`src/rtl/rr_sched_pkg.sv`:
```
// Shared constants and state encoding for the round-robin grant scheduler.
package rr_sched_pkg;
  localparam int NREQ         = 8;
  localparam int IDX_W        = 3;
  localparam int HOLD_MAX_DEF = 15;

  typedef enum logic [1:0] {
    IDLE  = 2'd0,
    GRANT = 2'd1,
    GAP   = 2'd2
  } state_t;
endpackage

```
`src/rtl/idx_onehot_dec.sv`:
```
// Combinational index-to-one-hot decoder; all-zero output when not enabled.
module idx_onehot_dec
  import rr_sched_pkg::*;
(
  input  logic [IDX_W-1:0] idx,
  input  logic             en,
  output logic [NREQ-1:0]  onehot
);
  // One bit set at idx when enabled, otherwise no bits set
  always_comb begin
    onehot = '0;
    if (en) onehot[idx] = 1'b1;
  end
endmodule

```
`src/rtl/rr_grant_sched8.sv`:
```
// Round-robin scheduler: 8 requesters share one resource, one-hot registered grant.
// Optional hold limit enabled by macro GRANT_TIMEOUT_EN.
// The owner-finished input is named owner_release because "release" is a
// reserved word in SystemVerilog.
module rr_grant_sched8
  import rr_sched_pkg::*;
#(
  parameter int HOLD_MAX = HOLD_MAX_DEF,
  parameter int CNT_W    = 8
) (
  input  logic             clk,
  input  logic             rst,
  input  logic [NREQ-1:0]  req,
  input  logic             owner_release,
  output logic [NREQ-1:0]  grant,
  output logic [IDX_W-1:0] grant_idx,
  output logic             grant_valid,
  output logic             timeout
);

  // First set request bit after ptr, wrapping; ptr itself is searched last.
  function automatic logic [IDX_W-1:0] rr_pick(input logic [NREQ-1:0] r,
                                               input logic [IDX_W-1:0] p);
    logic [IDX_W-1:0] i;
    rr_pick = p;
    for (int off = NREQ; off >= 1; off--) begin
      i = p + IDX_W'(off);
      if (r[i]) rr_pick = i;
    end
  endfunction

  state_t           state, state_n;
  logic [IDX_W-1:0] ptr, ptr_n, idx_n;
  logic             vld_n, to_n, end_ab, hit;
  logic [NREQ-1:0]  grant_n;

`ifdef GRANT_TIMEOUT_EN
  logic [CNT_W-1:0] hold_cnt, cnt_n;
`endif

  // Next-state, next-owner and timeout decision
  always_comb begin
    state_n = state;
    ptr_n   = ptr;
    idx_n   = grant_idx;
    vld_n   = grant_valid;
    to_n    = 1'b0;
    end_ab  = owner_release | ~req[grant_idx];
`ifdef GRANT_TIMEOUT_EN
    cnt_n   = hold_cnt;
    hit     = grant_valid && (hold_cnt == CNT_W'(HOLD_MAX));
`else
    hit     = 1'b0;
`endif
    case (state)
      IDLE: begin
        if (|req) begin
          idx_n   = rr_pick(req, ptr);
          ptr_n   = idx_n;
          vld_n   = 1'b1;
          state_n = GRANT;
`ifdef GRANT_TIMEOUT_EN
          cnt_n   = CNT_W'(1);
`endif
        end
      end
      GRANT: begin
        if (end_ab || hit) begin
          vld_n   = 1'b0;
          state_n = GAP;
          // Timeout only flagged when the hold limit is the sole cause
          to_n    = hit & ~end_ab;
        end
`ifdef GRANT_TIMEOUT_EN
        else if (hold_cnt != '1) begin
          cnt_n = hold_cnt + CNT_W'(1);
        end
`endif
      end
      GAP:     state_n = IDLE;
      default: begin
        state_n = IDLE;
        vld_n   = 1'b0;
      end
    endcase
  end

  idx_onehot_dec u_dec (
    .idx    (idx_n),
    .en     (vld_n),
    .onehot (grant_n)
  );

  // State, pointer and registered grant outputs
  always_ff @(posedge clk or posedge rst) begin
    if (rst) begin
      state       <= IDLE;
      ptr         <= IDX_W'(NREQ - 1);
      grant       <= '0;
      grant_idx   <= '0;
      grant_valid <= 1'b0;
      timeout     <= 1'b0;
    end else begin
      state       <= state_n;
      ptr         <= ptr_n;
      grant       <= grant_n;
      grant_idx   <= idx_n;
      grant_valid <= vld_n;
      timeout     <= to_n;
    end
  end

`ifdef GRANT_TIMEOUT_EN
  // Hold counter, counts cycles of the current grant
  always_ff @(posedge clk or posedge rst) begin
    if (rst) hold_cnt <= '0;
    else     hold_cnt <= cnt_n;
  end
`endif

endmodule
```
`config.mk`:
```
export PLATFORM = sky130hd
export DESIGN_NAME = rr_grant_sched8
export DESIGN_NICKNAME = d
export VERILOG_FILES = /design/src/rtl/rr_sched_pkg.sv /design/src/rtl/idx_onehot_dec.sv /design/src/rtl/rr_grant_sched8.sv
export SDC_FILE = /design/constraint.sdc
export NUM_CORES = 1
export LEC_CHECK = 0
export CAP_MARGIN = 5
export CORE_ASPECT_RATIO = 0.75
export CORE_UTILIZATION = 55
export CTS_CLUSTER_DIAMETER = 200
export CTS_CLUSTER_SIZE = 16
export DETAILED_ROUTE_END_ITERATION = 16
export PLACE_DENSITY = 0.9
export SYNTH_ARGS = -nofsm -noshare
export SYNTH_HDL_FRONTEND = slang
export SYNTH_SLANG_ARGS = --single-unit
```
`constraint.sdc`:
```
create_clock -name clk -period 8.7 [get_ports clk]
set_input_delay 1.74 -clock clk [delete_from_list [all_inputs] [get_ports clk]]
set_output_delay 1.74 -clock clk [all_outputs]
set_load 0.05 [all_outputs]
```
==> results.toml <==
[outcome]
run_status = "complete, no violations"

[cts]
cts_buffer_depth = 2
clkTransAtPathRegs_ns = 0.10
ctsResizeCount = 0
cts_root_buf = "clkbuf_4"
tritoncts = "done"
post-cts-setup-buffer-count = 0
clk-insertion-delay-late_ns = 0.30
htree_levels = 1
cts.sinks = 17
cts_hold_buffers = 0
number_of_buffers_added_by_the_clock_tree_synthesis_step = 3

[floorplan]
die_w_um = 61.14
floorplan.initialDensity = 0.6052
die-area_um2 = 2834
ios = 24
fp.dieH_um = 46.36
core_um2 = 2384
row_count = 15

[synthesis]
syn_inst = 132
synth.area.top_cells = "dfrtp_1 24%, mux4_2 16%, mux2i_1 5.6%, dfstp_2 5.5%, mux4_1 5.5%"
synth.avg_cell_area_um2 = 10.93
post_synth_xor_area_fraction = 0.02428
postSynth.asyncResetShare = 1.000
mappedNetlistNets = 145
yosys_warnings = 0
simple_gate_fraction_of_synth_area = 0.1379
synthesized_area_fraction_occupied_by_ao_oa_aoi_and_oai_cells = 0.1587
synth_edf_count = 0
yosys.area_share.adder = 0.01735
synth_top_family_by_area = "multiplexers"
syn_area_um2 = 1443
post_synth_mux_area_share = 0.3131
synth.lib_cells_used.distinct = 47
yosys-top-cells-count = "14 x dfrtp_1, 13 x nand2_1, 10 x mux4_2"
synth_top_cell_area_share = 0.2428
synth-seq-cells = 17
seq_area_frac_synth = 0.2975
synthDominantAreaCellType = "dfrtp_1"
synth.most_common_cell = "dfrtp_1"
synthFlopType = "dfrtp_1"

[detailed_routing]
wirelength_um = 3679
vias = 1252
drtPass1Iterations = 4
drtIter0Drc = 207
antenna_violating_nets_post_route = 0
routed_via_density = 6.768
post-route-drc-count = 0
routedWlPerCell_um = 19.89

[cells_and_area]
instances_no_fill = 185
fillerInstances = 160
antenna_cells = 0
share_of_final_layout_standard_cells_stronger_than_drive_strength_1 = 0.1788
design_area_um2 = 1695
syn2layout_area_growth_pct = 17.52
numnets_final = 165

[global_routing]
gr-usage-all-layers = 0.2918
grt-ovfl-total = 0
grt_max_degree = 18
vias_in_the_first_global_route = 1120
grt_antenna_before_repair = 0
first_pass_grt_wire_length_um = 5692

[setup_path]
crit_fanout = 9
worst_setup_path_start_kind = "input pin"
arr_time_crit_path_ns = 4.37
critical_path_class = "input pin to register"
worstPathRequired_ns = 8.91
crit_path_end_kind = "register"

[place]
place_worst_setup_slack_ns = 4.251
postPlaceCellArea_um2 = 1669
hpwl_um = 2617
placedCellCount = 181
gp_congestion = 0.9652
buffer_ports.inserted = 22

[timing]
setup_slack_ns = 4.537
clock_skew_ns = 0.008058
finalSetupViolations = 0
timing_hold_violations_final = 0
max-slew-margin-rel = 0.5332
setup_total_negative_slack_ns = 0
tightestPinTransition_ns = 0.6960
drv_slew = 0
timing.fmax_ghz = 0.2402
post-route-period-util = 0.4786
rsz_0062_raised_after_global_routing = "no"
post_layout_min_period_ns = 4.163

[min_path]
hold_class = "register to register"

[flow_run]
max_cap_violations = 0
## per-stage QoR
stage | hold WS, ns | util
2_1_floorplan | 0.5405 | -
3_3_place_gp | 0.5584 | 0.7003
3_5_place_dp | 0.5996 | 0.7003
4_1_cts | 0.6204 | 0.7113
5_1_grt | 0.6577 | 0.7113
6_report | 0.6163 | 0.7113
## kinds of logic (layout without fill, tap and decap cells)
kind of cell,after synthesis,after routing
simple gates,33,33
compound gates,32,32
mux,27,27
flops,17,17
buf+inv,16,35
xor+xnor,4,4
fa+ha+maj,2,2
other cells,1,1
## worst max-delay path, cell delays in order
cell and delay [ns]:
clkdlybuf4s50_1 0.55, mux4_2 0.59, mux2i_1 0.45, o22ai_1 0.14, a211o_1 0.24, a21oi_1 0.16, a21o_1 0.26, nor3b_1 0.24
## flip-flops by register name (all words and copies together), names as in the netlist
signal and flops:
grant 8, grant_idx 3, grant_valid 1, ptr 3, state 2
## routing by layer
layer / vias up / GRT usage / wire [um]
li1: 549 / - / -
met1: 607 / 0.3893 / 1467
met2: 85 / 0.4761 / 1679
met3: 11 / 0.05899 / 423
met4: 0 / 0.1000 / 109
met5: - / 0 / 0
## cell usage in the layout, fill, tap and decap left out, types with 2 or more instances in the layout
cell type        Yosys  final
inv_1                8      8
o21ai_0              4      4
o2bb2ai_1            2      2
a211o_1              2      2
nor3_1               2      2
mux4_1               3      3
a211oi_1             2      2
ha_1                 2      2
nor4_1               2      2
clkbuf_4             0      3
o221ai_1             2      2
a21o_1               2      2
a22oi_1              2      2
xnor2_1              3      3
a21oi_1              6      6
and3b_1              3      3
mux4_2              10     10
clkdlybuf4s50_1      0     22
dfrtp_1             14     14
a22o_1               2      2
nor3b_1              2      2
mux2i_1              8      8
o211ai_1             2      2
mux2_2               6      6
nand2_1             13     13
dfstp_2              3      3
## cell type report
cell class / count / area (um2) / share of cell area
flip-flops and latches: 17 / 429.2 / 0.2531
multi-input cells: 99 / 943.4 / 0.5565
inverters: 9 / 33.78 / 0.01993
repair buffers: 22 / 220.2 / 0.1299
clock buffers: 4 / 26.28 / 0.01550
well taps: 34 / 42.54 / 0.02509
## path summary, 6_finish.rpt
kind / startpoint / endpoint / slack, ns / depth (start not counted)
min in group asynchronous: rst / state[0]$_DFFE_PP0P_ / 1.82 / 2
setup reg to reg: ptr[1]$_DFFE_PP1P_ / grant[0]$_DFF_PP0_ / 5.09 / 9
hold reg to reg: state[0]$_DFFE_PP0P_ / state[1]$_DFFE_PP0P_ / 0.62 / 2
max in group asynchronous: rst / grant[3]$_DFF_PP0_ / 6.46 / 2
hold / removal: state[0]$_DFFE_PP0P_ / state[1]$_DFFE_PP0P_ / 0.62 / 2
setup / recovery: req[2] / grant[0]$_DFF_PP0_ / 4.54 / 8
Power is left out: the tool's default activity adds up to more than one toggle a clock period on the data nets, which glitch-free logic cannot reach.
